[config.mk]
export PLATFORM = sky130hd
export DESIGN_NAME = seg_digit_scanner
export DESIGN_NICKNAME = d
export VERILOG_FILES = /design/src/rtl/seg_digit_scanner.sv
export SDC_FILE = /design/constraint.sdc
export NUM_CORES = 1
export LEC_CHECK = 0
export BUFFER_PORTS_ARGS = -buffer_cell sky130_fd_sc_hd__buf_2
export CORE_ASPECT_RATIO = 1.5
export CORE_MARGIN = 3
export CORE_UTILIZATION = 61
export DETAILED_ROUTE_END_ITERATION = 7
export PLACE_DENSITY_LB_ADDON = 0.1
export SYNTH_ARGS = -nofsm -noshare
export SYNTH_HDL_FRONTEND = slang
export SYNTH_SLANG_ARGS = --single-unit
[constraint.sdc]
create_clock -name clk -period 5.6 [get_ports clk]
set_input_delay 0.84 -clock clk [delete_from_list [all_inputs] [get_ports clk]]
set_output_delay 0.84 -clock clk [all_outputs]
set_load 0.05 [all_outputs]
[src/rtl/seg_digit_scanner.sv]
// Multiplexed hex-digit scanner: holds a display value, scans it digit by digit
// onto a shared nibble bus with one-hot enables, blanking gaps and tear-free loads.
module seg_digit_scanner #(
  parameter int unsigned NUM_DIGITS   = 4,
  parameter int unsigned SCAN_DIV     = 1000,
  parameter int unsigned BLANK_CYCLES = 2
) (
  input  logic                          clk,
  input  logic                          rst_n,
  input  logic                          load_valid,
  output logic                          load_ready,
  input  logic [4*NUM_DIGITS-1:0]       load_data,
  input  logic                          blank_lz,
  output logic [3:0]                    digit_nibble,
  output logic [NUM_DIGITS-1:0]         digit_en,
  output logic [$clog2(NUM_DIGITS)-1:0] digit_idx,
  output logic                          frame_tick
);

  localparam int unsigned DATA_W     = 4 * NUM_DIGITS;
  localparam int unsigned IDX_W      = $clog2(NUM_DIGITS);
  localparam int unsigned CNT_MAX    = (SCAN_DIV > BLANK_CYCLES) ? SCAN_DIV : BLANK_CYCLES;
  localparam int unsigned CNT_W      = (CNT_MAX > 1) ? $clog2(CNT_MAX) : 1;
  localparam int unsigned SCAN_LAST  = SCAN_DIV - 1;
  localparam int unsigned BLANK_LAST = (BLANK_CYCLES > 0) ? BLANK_CYCLES - 1 : 0;
  localparam int unsigned LAST_IDX   = NUM_DIGITS - 1;

  typedef enum logic {
    SCAN  = 1'b0,
    BLANK = 1'b1
  } state_t;

  state_t                state_q, state_d;
  logic [CNT_W-1:0]      cnt_q, cnt_d;
  logic [IDX_W-1:0]      idx_q, idx_d;
  logic [DATA_W-1:0]     active_q, active_d;
  logic [DATA_W-1:0]     pending_q, pending_d;
  logic                  pending_full_q, pending_full_d;
  logic [NUM_DIGITS-1:0] lz_mask_q, lz_mask_d;

  logic [3:0]            digit_nibble_d;
  logic [NUM_DIGITS-1:0] digit_en_d;
  logic                  frame_tick_d;

  logic slot_adv;
  logic boundary;
  logic accept;
  logic zero_run;
  logic slot_end_d;

  assign load_ready = ~pending_full_q;

  // State, data and registered-output updates
  always_ff @(posedge clk) begin
    if (!rst_n) begin
      state_q        <= SCAN;
      cnt_q          <= '0;
      idx_q          <= '0;
      active_q       <= '0;
      pending_q      <= '0;
      pending_full_q <= 1'b0;
      lz_mask_q      <= '0;
      digit_nibble   <= '0;
      digit_en       <= '0;
      digit_idx      <= '0;
      frame_tick     <= 1'b0;
    end else begin
      state_q        <= state_d;
      cnt_q          <= cnt_d;
      idx_q          <= idx_d;
      active_q       <= active_d;
      pending_q      <= pending_d;
      pending_full_q <= pending_full_d;
      lz_mask_q      <= lz_mask_d;
      digit_nibble   <= digit_nibble_d;
      digit_en       <= digit_en_d;
      digit_idx      <= idx_d;
      frame_tick     <= frame_tick_d;
    end
  end

  // Next-state, handshake and frame-boundary logic
  always_comb begin
    state_d        = state_q;
    cnt_d          = cnt_q + CNT_W'(1);
    idx_d          = idx_q;
    active_d       = active_q;
    pending_d      = pending_q;
    pending_full_d = pending_full_q;
    lz_mask_d      = lz_mask_q;
    slot_adv       = 1'b0;
    zero_run       = 1'b1;

    case (state_q)
      SCAN: begin
        if (cnt_q == CNT_W'(SCAN_LAST)) begin
          if (BLANK_CYCLES > 0) begin
            state_d = BLANK;
            cnt_d   = '0;
          end else begin
            slot_adv = 1'b1;
          end
        end
      end
      BLANK: begin
        if (cnt_q == CNT_W'(BLANK_LAST)) begin
          slot_adv = 1'b1;
        end
      end
      default: begin
        state_d = SCAN;
        cnt_d   = '0;
      end
    endcase

    if (slot_adv) begin
      state_d = SCAN;
      cnt_d   = '0;
      idx_d   = (idx_q == IDX_W'(LAST_IDX)) ? '0 : idx_q + IDX_W'(1);
    end

    boundary = slot_adv && (idx_q == IDX_W'(LAST_IDX));
    accept   = load_valid && !pending_full_q;

    if (boundary && pending_full_q) begin
      active_d       = pending_q;
      pending_full_d = 1'b0;
    end

    // accept and a pending swap cannot coincide: pending_full gates load_ready
    if (accept) begin
      pending_d      = load_data;
      pending_full_d = 1'b1;
    end

    // Leading-zero mask: walk down from the top digit while nibbles stay zero
    if (boundary) begin
      lz_mask_d[0] = 1'b0;
      for (int k = NUM_DIGITS - 1; k >= 1; k--) begin
        zero_run     = zero_run && (active_d[4*k +: 4] == 4'h0);
        lz_mask_d[k] = blank_lz && zero_run;
      end
    end
  end

  // Output values for the state being entered, so outputs align with the state
  always_comb begin
    digit_nibble_d = '0;
    digit_en_d     = '0;
    slot_end_d     = 1'b0;

    for (int k = 0; k < NUM_DIGITS; k++) begin
      if (idx_d == IDX_W'(k)) begin
        digit_nibble_d = active_d[4*k +: 4];
        if (state_d == SCAN && !lz_mask_d[k]) begin
          digit_en_d[k] = 1'b1;
        end
      end
    end

    if (BLANK_CYCLES > 0) begin
      slot_end_d = (state_d == BLANK) && (cnt_d == CNT_W'(BLANK_LAST));
    end else begin
      slot_end_d = (cnt_d == CNT_W'(SCAN_LAST));
    end

    frame_tick_d = slot_end_d && (idx_d == IDX_W'(LAST_IDX));
  end

endmodule

==> metrics.yaml <==
pwr:
  p_total_uw: 819
  p_switching_uw: 187
  p_per_area_mw_per_mm2: 279
  switching_share_pct: 22.8
  p_leak_uw: 0.00127
  p_int_uw: 632
  power_frac_seq_pct: 53.5
  clkPwrFrac_pct: 41.1
  p_comb_share_pct: 5.5
  vdd_ir_drop_max_mv: 0.238
global_routing:
  track_usage_pct: 23.5
  grt_max_degree: 49
  grt_pass1_wl_mm: 8.96
  overflow: 0
  antenna_found_initial: 0
  grt_pass1_vias: 1994
clock_tree:
  cts_root_buffer: "clkbuf_8"
  ctsHoldBuffers: 0
  cts_buffer_depth: 2
  cts_max_level: 3
  cts_setup_buffers: 0
  cts_resized: 0
  cts_made_buffers: 9
  clk_pin_slew_ns: 0.06
  cts.sinks: 59
  clk_latency_ns: 0.33
  cts_tree: "built"
sta:
  worst_slew_pin_slew_ns: 1.06
  rsz0062_at_grt: "no"
  fmaxAchievable_mhz: 430
  maxSlewHeadroom_pct: 29.2
  fin_crit_ns: 2.33
  setup_tns_ns: 0
  hold_violations: 0
  setup_viol: 0
  fin_skew_ns: 0.00585
  period_share_pct: 41.5
  worst_slack_ns: 3.27
  report.final.slew_viol_count: 0
synthesis:
  ys_async_sr_fraction_pct: 0
  synth_ff_type: "dfxtp_1"
  synth.cell_area_mm2: 0.00262
  synth.area.top_cells: "dfxtp_1 (45%), mux2i_1 (8.0%), nand2_1 (7.4%)"
  ys_warn_count: 0
  synth-edff-count: 0
  synthCells: 283
  syn_area_per_cell_um2: 9.26
  ys_types: 45
  synth_top_area_cell: "dfxtp_1"
  synth_seq_cells: 59
  synth_fp_nets: 306
  synth_sequential_area_ratio_pct: 45.1
  yosysTopAreaCellShare_pct: 45.1
setup_path:
  cp_top_family: "simple AND/OR/NAND/NOR gates"
  cp-end-kind: "register"
  cp_slowest_cell: "mux2i_1"
  path_buf_inv: 0
  cp_data_required_time_ns: 5.82
  cp_slowest_stage_delay_ns: 0.44
  arrival_ns: 2.55
  crit_type: "reg2reg"
  cp_cell_sequence: "ha_1 > nor4bb_4 > and3_1 > mux2i_1 > o22ai_1 > o311a_1"
  crit_cells: 6
  crit_path_start_kind: "register"
  cp_max_fo: 7
  rrSetupSlack_ns: 3.27
  ff2ff_path_depth: 6
die:
  die_h_um: 86.3
  core_area_mm2: 0.00403
  dieArea_mm2: 0.00513
  ioPinCount: 32
  initial_core_util_pct: 65.0
  rows: 28
  die_x_um: 59.5
layout:
  multiInputGateArea_mm2: 0.00134
  drive_gt1_share_pct: 17.0
  fillCellCount: 322
  finalNetCount: 336
  regArea_mm2: 0.00118
  area_growth_pct: 11.9
  diodes: 0
  design_area_mm2: 0.00293
place:
  portBuffers: 31
  pre_cts_ws_ns: 3.29
  globalplace.congestion: 0.806
  dpl_cell_area_mm2: 0.00276
  post-dp-hpwl_mm: 3.97
detailed_routing:
  top_layer: "met4"
  wl_per_cell_um: 14.8
  first_pass_iters: 4
  drt_iter0_drc: 67
  totalWireLength_mm: 5.38
  avgViaCountPerCell: 5.63
  detail-route-antenna-nets: 0
  met2_length_mm: 2.86
  wl_met3_um: 228
  vias: 2045
  drc: 0
  wl_met1_mm: 2.14
hold_path:
  hold_depth: 1
  hold_class: "reg2reg"
status:
  status: "complete, no violations"
job:
  drv_cap: 0
## kinds of logic after synthesis
kind of cell / count (synthesis) / synth area share, %
XOR/XNOR: 8 / 2.67
adder cells (fa/ha/maj): 3 / 1.43
multiplexers: 23 / 9.03
AO/OA/AOI/OAI: 44 / 12.6
buffers and inverters: 17 / 3.63
AND/OR/NAND/NOR: 129 / 25.6
flip-flops: 59 / 45.1
## flip-flops by register name, summed over array words and instances, names as in the netlist
name            cells
state_q             1
digit_nibble        4
pending_q          16
frame_tick          1
idx_q               2
lz_mask_q           4
cnt_q              10
pending_full_q      1
digit_en            4
active_q           16
## worst register-to-register path: stages, from the launching register on
cell      delay [ns]
dfxtp_1         0.43
ha_1            0.19
nor4bb_4        0.28
and3_1          0.37
mux2i_1         0.44
o22ai_1         0.15
o311a_1         0.35
## through the flow
step,utilization (%),instances,hold WS (ns)
detailed placement,68.5,347,0.434
CTS,72.8,363,0.446
global placement,68.5,347,0.434
floorplan,-,283,0.408
global route,72.8,363,0.464
finish,72.8,363,0.441
## final timing paths
check / from / to
worst max-delay path: cnt_q[0] / digit_nibble[0]
worst max register to register: cnt_q[0] / digit_nibble[0]
worst min register to register: lz_mask_q[0] / digit_en[0]
worst min-delay path: lz_mask_q[0] / digit_en[0]
## power by group through the flow
| stage | combinational (µW) | sequential (µW) | clock, µW |
|---|---|---|---|
| 2_1_floorplan | 30.8 | 446 | 0 |
| 6_report | 44.7 | 438 | 336 |
| 3_3_place_gp | 44.1 | 447 | 0 |
| 5_1_grt | 51.3 | 439 | 359 |
| 3_5_place_dp | 45.4 | 447 | 0 |
| 4_1_cts | 45.6 | 438 | 342 |
## metal layers
metal / global-route usage [%] / vias up
li1: - / 1043
met1: 24.8 / 941
met2: 41.7 / 46
met3: 7.00 / 15
met4: 10.5 / 0
met5: 0 / -
## cell type report
cell class / count / share of cell area (%)
well taps: 45 / 1.92
flip-flops and latches: 59 / 40.3
inverters: 4 / 0.512
clock inverters: 2 / 0.341
clock buffers: 14 / 5.55
multi-input cells: 207 / 45.8
repair buffers: 32 / 5.55
## layout by cell type (no fill, tap or decap), types with 3 or more instances in the layout
cell type and instances:
dfxtp_1 59, nand2_1 52, nor4_1 6, a21boi_0 20, mux2i_1 21, xnor2_1 7
inv_1 4, nand3_1 4, and3_1 3, nand4_1 6, clkbuf_1 3, o22ai_1 5
nor2_1 18, o311a_1 3, nor3_1 5, buf_2 31, nor3b_1 3, and2_1 4
a21oi_1 3, clkbuf_8 11, nor2b_1 18, ha_1 3
## synth_stat cells, types with 3 or more instances
library cell,n
dfxtp_1,59
nand3_1,4
nand2_1,52
nand4_1,6
inv_1,4
o22ai_1,5
nor2b_1,18
clkbuf_1,9
nor2_1,18
a21oi_1,3
nor3_1,5
and2_1,4
and3_1,3
o311a_1,3
a21boi_0,20
nor4_1,6
xnor2_1,7
nor3b_1,3
ha_1,3
mux2i_1,21
(Power assumes the default switching activity.)
